`config.mk`:
```
export PLATFORM = sky130hd
export DESIGN_NAME = macguffin_sbox_engine
export DESIGN_NICKNAME = d
export VERILOG_FILES = /design/src/rtl/macguffin_pkg.sv /design/src/rtl/macguffin_sbox_lane.sv /design/src/rtl/macguffin_sbox_engine.sv
export SDC_FILE = /design/constraint.sdc
export NUM_CORES = 1
export LEC_CHECK = 0
export BUFFER_PORTS_ARGS = -buffer_cell sky130_fd_sc_hd__buf_4
export CAP_MARGIN = 10
export CORE_ASPECT_RATIO = 0.75
export CORE_UTILIZATION = 65
export CTS_BUF_LIST = sky130_fd_sc_hd__clkbuf_2 sky130_fd_sc_hd__clkbuf_4 sky130_fd_sc_hd__clkbuf_8
export DETAILED_ROUTE_END_ITERATION = 12
export PLACE_DENSITY_LB_ADDON = 0.3
export RECOVER_POWER = 25
export REMOVE_ABC_BUFFERS = 1
export SYNTH_ARGS = -nofsm -noshare
export SYNTH_HDL_FRONTEND = slang
export SYNTH_SLANG_ARGS = --single-unit
```
`constraint.sdc`:
```
create_clock -name clk -period 6.6 [get_ports clk]
set_clock_uncertainty 0.15 [all_clocks]
set_input_delay 0.33 -clock clk [delete_from_list [all_inputs] [get_ports clk]]
set_output_delay 0.33 -clock clk [all_outputs]
set_load 0.02 [all_outputs]
```
`src/rtl/macguffin_pkg.sv`:
```
// Shared MacGuffin S-box definitions: sizes, lookup types, S1..S8 contents and engine states.
package macguffin_pkg;

    localparam int unsigned NUM_SBOX   = 8;
    localparam int unsigned SBOX_IN_W  = 6;
    localparam int unsigned SBOX_OUT_W = 2;
    localparam int unsigned SBOX_SEL_W = 3;
    localparam int unsigned SBOX_DEPTH = 64;

    typedef logic [SBOX_IN_W-1:0]  sbox_in_t;
    typedef logic [SBOX_OUT_W-1:0] sbox_out_t;
    typedef logic [0:SBOX_DEPTH-1][SBOX_OUT_W-1:0] sbox_table_t;

    // Entry 0 of each table sits in the top two bits of its constant.
    localparam sbox_table_t SBOX_TABLE [NUM_SBOX] = '{
        128'h83D4_2CF9_682B_7D16_36A8_C305_D7BD_424B,
        128'hD1E8_4B72_36C9_A50F_9C63_1EB4_F027_8D5B,
        128'h9A36_E1C5_704B_D82F_6E19_B3A4_05DC_7F8E,
        128'h5C2B_F396_0AE7_148D_B7D0_6A3E_C925_81F6,
        128'h27F4_9BD0_C3A6_5E18_40BE_D712_6FA9_38C5,
        128'hB54E_0D92_7AF1_C638_1D8B_E46F_2C07_93AB,
        128'h1E79_A4C2_F058_3BD6_8C31_5F9A_E647_0DB2,
        128'hE0B7_5C1A_963F_D482_3A6D_07C9_B5E1_4F2B
    };

    typedef enum logic [1:0] {
        IDLE,
        RUN,
        DONE
    } sbox_eng_state_t;

endpackage

```
`src/rtl/macguffin_sbox_lane.sv`:
```
// One S-box lookup lane: selects table S(sel_i+1) and returns its entry for word_i.
module macguffin_sbox_lane
    import macguffin_pkg::*;
(
    input  logic [SBOX_SEL_W-1:0] sel_i,
    input  sbox_in_t              word_i,
    output sbox_out_t             sbox_c_o
);

    assign sbox_c_o = SBOX_TABLE[sel_i][word_i];

endmodule

```
`src/rtl/macguffin_sbox_engine.sv`:
```
// Time-multiplexed MacGuffin S-box layer: LANES lookups per cycle over the eight
// 6->2 S-boxes of a 48-bit word, valid/ready handshake on both sides.
module macguffin_sbox_engine
    import macguffin_pkg::*;
#(
    parameter int unsigned LANES = 4
) (
    input  logic                            clk,
    input  logic                            rst_n,
    input  logic                            in_valid,
    output logic                            in_ready,
    input  logic [NUM_SBOX*SBOX_IN_W-1:0]   in_data,
    output logic                            out_valid,
    input  logic                            out_ready,
    output logic [NUM_SBOX*SBOX_OUT_W-1:0]  out_data,
    output logic                            busy
);

    localparam int unsigned STEPS = NUM_SBOX / LANES;
    localparam int unsigned CNT_W = (STEPS > 1) ? $clog2(STEPS) : 1;

    if (!(LANES == 1 || LANES == 2 || LANES == 4 || LANES == 8)) begin : g_bad_lanes
        $error("macguffin_sbox_engine: LANES must be 1, 2, 4 or 8");
    end

    typedef logic [NUM_SBOX-1:0][SBOX_IN_W-1:0]  src_word_t;
    typedef logic [NUM_SBOX-1:0][SBOX_OUT_W-1:0] acc_word_t;

    sbox_eng_state_t state_q, state_d;
    logic [CNT_W-1:0] cnt_q, cnt_d;
    src_word_t        src_q, src_d;
    acc_word_t        acc_q, acc_d;
    logic             out_valid_q, out_valid_d;
    logic             busy_q, busy_d;

    logic [SBOX_SEL_W-1:0] fidx     [LANES];
    sbox_out_t             lane_out [LANES];

    // Lane j handles field cnt*LANES+j, which is also its S-box index.
    for (genvar j = 0; j < LANES; j++) begin : g_lane
        assign fidx[j] = SBOX_SEL_W'(32'(cnt_q) * LANES + 32'(j));

        macguffin_sbox_lane u_lane (
            .sel_i    (fidx[j]),
            .word_i   (src_q[fidx[j]]),
            .sbox_c_o (lane_out[j])
        );
    end

    always_ff @(posedge clk or negedge rst_n) begin
        if (!rst_n) begin
            state_q     <= IDLE;
            cnt_q       <= '0;
            src_q       <= '0;
            acc_q       <= '0;
            out_valid_q <= 1'b0;
            busy_q      <= 1'b0;
        end else begin
            state_q     <= state_d;
            cnt_q       <= cnt_d;
            src_q       <= src_d;
            acc_q       <= acc_d;
            out_valid_q <= out_valid_d;
            busy_q      <= busy_d;
        end
    end

    always_comb begin
        state_d = state_q;
        cnt_d   = cnt_q;
        src_d   = src_q;
        acc_d   = acc_q;

        case (state_q)
            IDLE: begin
                if (in_valid) begin
                    src_d   = in_data;
                    cnt_d   = '0;
                    state_d = RUN;
                end
            end
            RUN: begin
                for (int unsigned j = 0; j < LANES; j++) begin
                    acc_d[fidx[j]] = lane_out[j];
                end
                if (cnt_q == CNT_W'(STEPS - 1)) begin
                    cnt_d   = '0;
                    state_d = DONE;
                end else begin
                    cnt_d = cnt_q + CNT_W'(1);
                end
            end
            DONE: begin
                // Handoff and the next accept share the same edge.
                if (out_ready) begin
                    if (in_valid) begin
                        src_d   = in_data;
                        cnt_d   = '0;
                        state_d = RUN;
                    end else begin
                        state_d = IDLE;
                    end
                end
            end
            default: state_d = IDLE;
        endcase

        out_valid_d = (state_d == DONE);
        busy_d      = (state_d != IDLE);
    end

    assign in_ready  = (state_q == IDLE) || ((state_q == DONE) && out_ready);
    assign out_valid = out_valid_q;
    assign out_data  = acc_q;
    assign busy      = busy_q;

endmodule

```
Word-level counts from Yosys, hierarchy flattened
Memory sizes are Yosys's and may differ from the RTL's.
Index checks and enable logic that the tools add are counted.
Widths: inputs -> output; s select.

word-level totals
  bits in registers = 69
  ROM bits = 4096
  bits of input ports = 52
  output and inout port bits = 19
  word-level logic and storage cells = 120
  memories kept = 4

operators by class
  add/subtract/negate cells = 4
  magnitude comparators = 16
  equality and inequality tests = 4
  muxes and demuxes = 52
  bitwise operators = 8
  reductions and logical operators = 12

memory list
  memory           depth  width  read ports  clocked after memory_dff  write ports  line                       source
  (no name shown)  8      128    1           0                         0            macguffin_sbox_lane.sv:10  assign sbox_c_o = SBOX_TABLE[sel_i][word_i];
  (no name shown)  8      128    1           0                         0            macguffin_sbox_lane.sv:10
  (no name shown)  8      128    1           0                         0            macguffin_sbox_lane.sv:10
  (no name shown)  8      128    1           0                         0            macguffin_sbox_lane.sv:10

operator list
  kind                 count
  $mux 128             8
  $mux 48              2
  $pmux 48 s2          1
  $bwmux 16            4
  $bmux 6 s3           3
  $bmux 2 s6           4
  $mux 2               15
  $mux 6               5
  $ge 7x7->1 const B   4
  $not 6->7            4
  $demux 2 s3          3
  $ge 4x4->1 const B   4
  $lt 3x4->1 const B   4
  $not 3->4            4
  $ge 3x1->1 const B   4
  $add 3x2->3 const B  2
  $pmux 2 s3           1
  $logic_and 1x1->1    5
  $eq 2x2->1 const B   2
  $mux 1               4
  $reduce_and 2->1     2
  $reduce_bool 2->1    2
  $add 3x1->3 const B  1
  $pmux 1 s3           1
  7 further kinds      7

Longest topological paths before layout
Gate-level depths: netlist (run 1).

  depth after elaboration = 11
  gate-level depth with buffers = 10
  mapped depth without buffers = 7

Hierarchy
A second synthesis (run 1) with hierarchy kept.

unflattened totals
  cells, all modules = 1403
  area, all modules = 11230.8 um2

modules (own cells, without submodules)
  module                 times used  cells an instance  area each (um2)  sequential area each (um2)
  macguffin_sbox_lane    4           305                2073.2           0.0
  macguffin_sbox_engine  1           183                2937.8           1726.7

Worst setup path before layout (run 1)
OpenSTA, ideal clock, no wires.

  path type = register to register
  from = register cnt_q
  to = register acc_q, in the netlist out_data[1]
  library setup time = 74 ps
  arrival time = 2253 ps
  data required time = 6376 ps
  path slack = 4122 ps
  cell stages (with the launch flop) = 10
  buffers on the path = 2
  clock period less this slack = 2478 ps
  cell sequence = dfrtp_1 buf_6 buf_6 mux2_2 ha_1 o21ai_0 o311ai_0 o21a_1 mux4_2 o21ai_2

between the ends
  word-level cells in the longest chain between the ends = 11
  elaborated cells between the ends (all ways) = 67
  classes of those cells = add/sub: 3; order compare: 8; mux: 40; bitwise: 8; reduce/logical: 4; memory: 4

ends and longest elaborated chain
  item                                                                     line                                                    source
  start: declaration                                                       macguffin_sbox_engine.sv:30                             logic [CNT_W-1:0] cnt_q, cnt_d;
  start signal: assignment                                                 macguffin_sbox_engine.sv:60                             cnt_q <= cnt_d;
  $add 3x1->3 / $not 3->4 (equally long branches)                          macguffin_sbox_engine.sv:41, macguffin_sbox_lane.sv:10
  $not 3->4 (not written as such) / $mem_v2 8x128 (equally long branches)  -
  $mem_v2 8x128 / $mux 128 (equally long branches)                         -
  $mux 128 (not written as such)                                           macguffin_sbox_lane.sv:10
  $mux 128 (not written as such) / $bmux 2 s6 (equally long branches)      macguffin_sbox_lane.sv:10
  $bmux 2 s6 / $mux 2 (equally long branches)                              macguffin_sbox_lane.sv:10
  $mux 2 (not written as such)                                             macguffin_sbox_lane.sv:10
  $mux 2 (not written as such) / $bwmux 16 (equally long branches)         macguffin_sbox_lane.sv:10, macguffin_sbox_engine.sv:84
  $bwmux 16 (2 in series)                                                  macguffin_sbox_engine.sv:84                             acc_d[fidx[j]] = lane_out[j];
  $bwmux 16 *                                                              macguffin_sbox_engine.sv:84
  end signal: assignment                                                   macguffin_sbox_engine.sv:55                             acc_q <= '0;
  end signal: assignment                                                   macguffin_sbox_engine.sv:62                             acc_q <= acc_d;
  end: declaration                                                         macguffin_sbox_engine.sv:32                             acc_word_t acc_q, acc_d;

Mark *: on every way between the ends. The rest lies on a longest branch, timed or not. The select of a mux whose other input is x is not followed.
A chain may end at the register's enable or synchronous reset.

Worst setup path after layout (run 1)
  from = register cnt_q
  to = register acc_q, in the netlist out_data[6]

Same word-level chain as after synthesis.

==> results by stage, run 1 <==
GRT:
- The first global-routing pass estimated between 20,000 and 25,000 µm of wire.
- The maximum number of pins on one net before global-route repair is 70.
- The number of global-route vias before repair is about 4,600.
- After global routing the overflow that remains totals 0.
- The number of antenna violations at the first check in global routing is 0.
- The overall fraction of global-route tracks in use is 0.3473.

Die:
- The die area is approximately 8300 µm².
- The standard-cell row count is 27.
- The number of top-level pins is 71.
- In this run the vertical extent of the chip is approximately 80 µm.
- The initial utilization of the core area, before any placement, comes to 0.6884.
- The core region is ~7500 µm².
- The width of the chip is roughly 110 µm.

Clock tree:
- Clock-pin slew was measured on the worst setup and hold paths at roughly 0.08 ns.
- The clock latency on the worst-skew pair is roughly 0.37 ns.
- The total CTS buffers is 9.
- In this run the number of H-tree levels came out at 3.
- CTS placed an instance of clkbuf_8 at the clock tree root.
- In this run, post-CTS repair resized a total of 0 instances.
- The TritonCTS clock tree is yes.
- The number of buffers between clock root and the deepest sink is 2.
- The number of clock sinks is between 60 and 70.

Timing:
- The final critical path time including I/O delays and setup is roughly 3.1 ns.
- The minimum hold slack is between 0.015 and 0.02 ns.
- Based on the critical path, the design can be clocked at up to approximately 320 MHz.
- The relative max-transition margin is 0.3950.
- The final hold violation count is 0.
- The number of max-slew violations in the final report was 0.
- The final cycle utilization of the critical path is 0.4764.
- Setup violations remaining at the end of the flow were counted as 0.
- Setup repair after global routing left no endpoint under its margin.
- At the pin with the least slew margin, the transition time is 0.9076 ns.
- The total negative setup slack is 0 ns.
- The worst path setup slack after routing is approximately 3.5 ns.

Final layout:
- The number of antenna diodes in the final layout is 0.
- The layout overhead on the synthesized area is 10.13%.
- The library cell used most frequently in the layout, excluding fill and tap cells, is dfrtp_1.
- The final-stage net count is ~690.
- In the layout the commonest cells are 68 x dfrtp_1, 65 x nand2_1, 54 x buf_4.
- The non-filler instance count after layout is 737.
- The layout has 540 filler cells.
- In the final layout, the share of cells above drive strength 1 is 0.2091.

Worst setup path:
- The endpoint class of the critical path is a flop.
- The peak fanout along the critical path is about 60.
- The worst path required time is ~6.7 ns.
- The category of the worst setup path launch point is a flop.
- The most critical setup path has its startpoint at cnt_q.
- The startpoint-to-endpoint class of the critical path is flop to flop.
- The data arrival time of the worst path is ~3.2 ns.
- The startpoint of the lowest-slack register-to-register path is cnt_q.

Logic synthesis:
- The instance count of the mapped netlist is 595.
- In this run, synthesis produced a sequential element count of about 70.
- For this run, the number of Yosys warnings is 0.
- A synthesized cell averages between 8 and 9 µm².
- The number of different library cells in the post-synthesis netlist is 69.
- Counting flops with a built-in enable in the synthesized netlist gives 0.
- The sequential element share of the synthesized area is 0.3329.
- The most used flip-flop cell after synthesis is dfrtp_1.
- Ranked by total cell area, the synthesized netlist is headed by dfrtp_1 33%, mux2_2 9.6%, o21ai_0 4.9%.
- The share of synthesized registers carrying an async set or reset is 1.000.
- The share of synthesized area in the top cell type comes to 0.3329.
- The biggest area contributor in the post-synthesis netlist is dfrtp_1.
- The post-synth design cell area is ~5200 µm².

Hold path:
- The min-delay analysis places its worst path in the category primary input to flop.
- In this run the most critical hold path is launched from in_data[44].

Power and ir drop:
- The share of power burned in the clock network is 0.094.
- The cell-internal power is 1.670 mW.
- The total power is between 3 and 4 mW.
- The net switching power of the design is around 1.7 mW.
- Of the total power, combinational logic draws 0.588.
- The share of total power dissipated in sequential elements is 0.317.
- The static leakage is 2.332 nW.
- Of the total power, the share spent switching nets is 0.5095.
- Across the VDD grid, the largest voltage drop is approximately 0.32 mV.
- The power per cell area is just under 600 nW/µm².

Placement:
- The placer congestion estimate is just under 1.
- The cell count after placement is roughly 720.
- OpenSTA, run right after detailed placement, puts the worst setup slack at roughly 3.6 ns.
- The HPWL after detailed placement is between 9000 and 10,000 µm.
- The count of buffers added on input and output ports is 70.

Route:
- The highest routing layer actually used is met4.
- The first routing iteration left between 400 and 500 violations.
- The amount of wire on met2 after detailed routing is approximately 6200 µm.
- Across all layers, the routed design uses 4,931 vias.
- The first detailed-routing pass took 5 iterations.
- Dividing the detail-routed via count by the number of cells gives about 6.7.
- After detailed routing, the number of remaining DRC violations is 0.
- The wire length reported by the detailed router is 13,790 µm.
- The final routed wire length divided by cell count is ~19 µm.
- The routed length on met1 is slightly below 6000 µm.
- In this run the remaining antenna-violating nets after routing total 0.
- The amount of wire on met3 after detailed routing is roughly 1400 µm.

Status:
- The run finished with clean final reports.

Run:
- The number of maximum-capacitance violations is 0.
-- final cells by class --
class / instances / area, µm² / share of cell area
clock buffer: 12 / 158.9 / 0.02782
tap: 101 / 126.4 / 0.02212
clock inverter: 2 / 10.01 / 0.001752
inverter: 18 / 67.56 / 0.01183
sequential: 69 / 1730 / 0.3030
multi-input combinational: 462 / 3136 / 0.5490
timing repair buffer: 73 / 483.0 / 0.08456
-- state kept, by name, summed over array words and instances, names as in the netlist --
name,count
out_valid,1
src_q,48
state_q,2
busy,1
cnt_q,1
out_data,16
-- power groups by stage --
stage / clock [mW] / sequential, mW / combinational [mW]
6_report: 0.321 / 1.08 / 2.00
5_1_grt: 0.339 / 1.12 / 2.20
4_1_cts: 0.327 / 1.06 / 2.01
3_5_place_dp: 0 / 1.07 / 1.99
3_3_place_gp: 0 / 1.06 / 1.95
2_1_floorplan: 0 / 1.03 / 1.46
-- metrics by stage --
stage	utilization	instance area, µm²
floorplan	-	4928
global placement	0.7434	5600
detailed placement	0.7434	5600
CTS	0.7671	5779
global route	0.7582	5712
finish	0.7582	5712
-- path summary, 6_finish.rpt --
check | slack, ns | endpoint | depth (start not counted)
max in group asynchronous | 5.13 | cnt_q | 2
max | 3.46 | out_data[6] | 7
min | 0.02 | src_q[44] | 3
min in group asynchronous | 0.48 | src_q[31] | 2
max reg2reg | 3.46 | out_data[6] | 7
min reg2reg | 0.34 | out_data[11] | 2
-- routing by layer --
layer  up-vias  GRT usage
met2       309     0.5351
met3        32    0.08292
met5         -          0
met4         0     0.1366
met1      2322     0.4743
li1       2268          -
-- synthesized netlist by cell type, drive strengths merged (6+ instances only) --
master,instances
xor2,11
buf,33
nor3b,6
o211ai,7
nand2,65
dfrtp,69
a31oi,10
nor2b,25
a21oi,21
mux2i,15
a211o,6
nand2b,13
o311ai,9
xnor2,8
nand3,10
clkbuf,13
nor3,11
inv,18
nor2,33
and2,8
o21ai,57
o22ai,10
mux2,45
-- what timing repair did --
item | CTS | global route
hold buffers | 1 | 0
endpoints found under the setup margin | 0 | 0
hold endpoints to repair | 69 | 0
buffers inserted | 0 | 0
-- worst max-delay path, stage by stage, from the launching register on --
cell	delay [ns]
dfrtp_4	0.82
buf_4	0.63
mux2i_2	0.48
inv_1	0.11
a2111oi_0	0.34
a31oi_1	0.09
a32oi_1	0.28
o21ai_1	0.08
-- cells by family (layout without fill, tap and decap cells) --
family / count (synthesis) / count (layout) / share of synthesized area
AND/OR/NAND/NOR: 198 / 198 / 0.1935
AO/OA/AOI/OAI: 183 / 183 / 0.2439
flip-flops: 69 / 69 / 0.3329
buffers and inverters: 64 / 105 / 0.06272
multiplexers: 61 / 61 / 0.1324
XOR/XNOR: 19 / 19 / 0.03209
adder cells (fa/ha/maj): 1 / 1 / 0.002412
No activity file was read; power rests on OpenSTA's default activity.
==> inputs of run 2 (changes only) <==
Settings changed: CORE_UTILIZATION 65 to 54.
Clock period 6.6 ns to 2.6 ns, I/O delays scaled along.
==> run 2 against run 1 <==
Effect of this change: global-route usage decreased by 4.6 points; die area increased by 20%; critical path depth unchanged; combinational power increased to 2.9 times the previous value; clock power increased to 2.7 times the previous value; fmax increased by 24%; total power increased to 2.7 times the previous value; critical path type unchanged.
==> results by stage, run 2 (synthesized netlist as in run 1, its figures left out) <==
Worst setup path:
- The data arrival time of the worst path was 2.67 ns (-0.55 ns).
- The signal on the critical path passes through mux2_2 > ha_1 > o21ai_0 > o311ai_0 > o21a_1 > mux4_2 > o21ai_2.
- The worst setup path is launched from a flop.
- The worst setup path is of the flop to flop kind.
- The kind of cell with the highest combined delay along the critical path is multiplexers.
- The peak fanout along the critical path is 4 (-93%).
- The worst setup path is captured at a flop.
- The number of buffer and inverter instances along the worst setup path was 0 (-2).
- The worst path required time is 2.74 ns (-3.94 ns).
- The largest stage delay on the critical path was 0.50 ns (-0.32 ns).
- The slowest stage of the critical path is the mux4_2 cell.

Power and ir drop:
- The total power is 9.113 mW (+170%).
- The net switching power of the design is 4.464 mW (+160%).
- The share of power burned in the clock network was 0.096 (+0.002).
- The worst vdd rail ir drop is 0.7845 mV (+140%).
- The sequential share of power is 0.277 (-0.040).
- The power per cell area is 1405 nW/µm² (+140%).
- The static leakage is 2.704 nW (+16%).
- The cell-internal power is 4.649 mW (+180%).
- The fraction of power spent switching nets is 0.4898 (-0.01971).
- The portion of total power attributed to combinational logic came to 0.628 (+0.040).

Die:
- The floorplan die height came to 86.87 µm (+9.5%).
- The area of the placeable core was 9196 µm² (+22%).
- The starting density of the core is 0.5639 (-0.1245).
- The die area was 10,000 µm² (+20%).
- The width of the chip is 115.2 µm (+9.5%).
- The standard-cell row count is 30 (+11%).
- The number of top-level pins came to 71 (unchanged).

Timing:
- The final cycle utilization of the critical path is 0.9729 (+0.4965).
- The highest clock frequency the design can meet is 395.3 MHz (+24%).
- The worst path setup slack after routing was 0.07059 ns (-3.385 ns).
- The transition time at the pin with the least slew margin is 1.437 ns (+0.5297 ns).
- The total negative setup slack came to 0 ns (unchanged).
- The final hold violation count is 0 (unchanged).
- The final critical path time including I/O delays and setup is 2.529 ns (-0.6147 ns).
- The relative max-transition margin was 0.04185 (-0.3531).
- Setup repair after global routing left no endpoint under its margin.
- The final-report setup violation count was 0 (unchanged).
- The minimum hold slack was 0.1736 ns (+0.1570 ns).
- The number of max-slew violations in the final report was 0 (unchanged).

Final layout:
- The final core area utilization is 0.7054 (-0.05274).
- The final-stage net count is 750 (+9.3%).
- The fraction of final layout cells sized beyond drive strength 1 is 0.2393 (+0.03020).
- The layout overhead on the synthesized area is 25.09%.
- Leaving out fill and tap cells, the most frequent cells in the layout are 82 x buf_4, 68 x dfrtp_1, 65 x nand2_1.
- More flip-flops sit in one register than any other, and that register is src_q.
- The most common cell after layout, fill and taps aside is buf_4.
- The number of antenna repair diodes is 0 (unchanged).
- The non-filler instance count after layout came to 830 (+13%).
- The post-route standard cell area excluding fillers is 6487 µm² (+14%).
- The number of flip-flops under the largest register name is 48 (unchanged).

Run:
- The number of maximum-capacitance violations came to 0 (unchanged).

Clock tree:
- In this run the clock root is driven by a clkbuf_8.
- The clock-pin transition on the worst setup and hold timing paths is 0.08 ns (about the same).
- The number of clock sinks came to 69 (unchanged).
- The clock latency on the worst-skew pair is 0.36 ns (about the same).
- The total CTS buffers is 9 (unchanged).
- The total number of H-tree levels is 3 (unchanged).
- The count of instances resized after the clock tree is built is 0 (unchanged).
- The TritonCTS clock tree is yes.
- The number of buffers between clock root and the deepest sink is 2 (unchanged).

Route:
- The number of antenna-violating nets in the routed design was 0 (unchanged).
- The number of vias in the routed layout is 5,136 (+4.2%).
- The number of DRC violations after detailed routing came to 0 (unchanged).
- The final routed wire length divided by cell count is 17.26 µm (-7.7%).
- The number of violations reported at the end of detailed-routing iteration 0 was 413 (-4.4%).
- The ratio of routed vias to standard cells was 6.188 (-7.5%).
- The detailed-router iteration count before antenna repair came to 5 (unchanged).
- The wire length reported by the detailed router is 14,320 µm (+3.9%).

GRT:
- The maximum number of pins on one net before global-route repair is 62 (-11%).
- The wire length of the first global-routing pass came to 23,550 µm (+3.2%).
- The overall fraction of global-route tracks in use is 0.3011 (-0.04623).
- The number of antenna violations at the first check in global routing was 0 (unchanged).
- The overflow left after global routing was 0 (unchanged).
- The number of global-route vias before repair is 4,735 (+1.8%).

Status:
- The flow ran to the end, and the final reports show no timing, DRC or antenna violations.

Placement:
- The worst setup slack before clock tree synthesis is 0.08611 ns (-3.468 ns).
- The total of buffers placed on input and output ports was 70 (unchanged).
- The placer congestion estimate is 0.9967 (+3.2%).
- The cell count after placement is 764 (+5.8%).
- The sum of net half-perimeters after detailed placement is 9774 µm (+3.5%).
- The post-placement cell area was 5797 µm² (+3.5%).

Hold path:
- The min-delay analysis places its worst path in the category primary input to flop.
run 2: cell count changes in the layout (fill, tap and decap cells not counted), sizes merged:
cell	change
dlygate4sd3	+49
clkinv	-1
buf	+32
clkbuf	-14
run 2: worst min-delay path, stage by stage:
cell	delay, ns
buf_4	0.07
and2_2	0.32
o21ai_0	0.11
run 2: area by class of cell:
cell class / instances / area (µm²)
Inverter: 18 / 67.56
Clock inverter: 1 / 5.005
Fill cell: 719 / 2709
Clock buffer: 15 / 187.7
Sequential cell: 69 / 1730
Tap cell: 128 / 160.2
Timing Repair Buffer: 137 / 1201
Multi-Input combinational cell: 462 / 3136
run 2: power by group through the flow:
stage               combinational (mW)  clock (mW)  sequential [mW]
global route                      6.22       0.926             2.61
detailed placement                5.52           0             2.50
global placement                  5.47           0             2.49
CTS                               5.60       0.885             2.48
floorplan                         3.69           0             2.61
finish                            5.72       0.871             2.52
run 2: layer usage:
metal	share of wire	global-route usage	wire, µm	vias up
met3	0.078	0.05985	1112	32
li1	-	-	-	2411
met4	0.016	0.07910	226	0
met1	0.46	0.4311	6635	2411
met2	0.44	0.4650	6349	282
met5	0	0	0	-
run 2: path summary, 6_finish.rpt:
kind	startpoint	end	slack (ns)	cells after the start
max	cnt_q	out_data[9]	0.07	7
min	in_valid	src_q[30]	0.17	3
max reg2reg	cnt_q	out_data[9]	0.07	7
min reg2reg	out_data[15]	out_data[15]	0.33	2
max in group asynchronous	rst_n	cnt_q	0.77	2
min in group asynchronous	rst_n	src_q[30]	0.50	2
run 2: what timing repair did:
| action | CTS | global route |
|---|---|---|
| hold buffers | 50 | 0 |
| endpoints found under the hold margin | 103 | 0 |
| setup buffers | 0 | 0 |
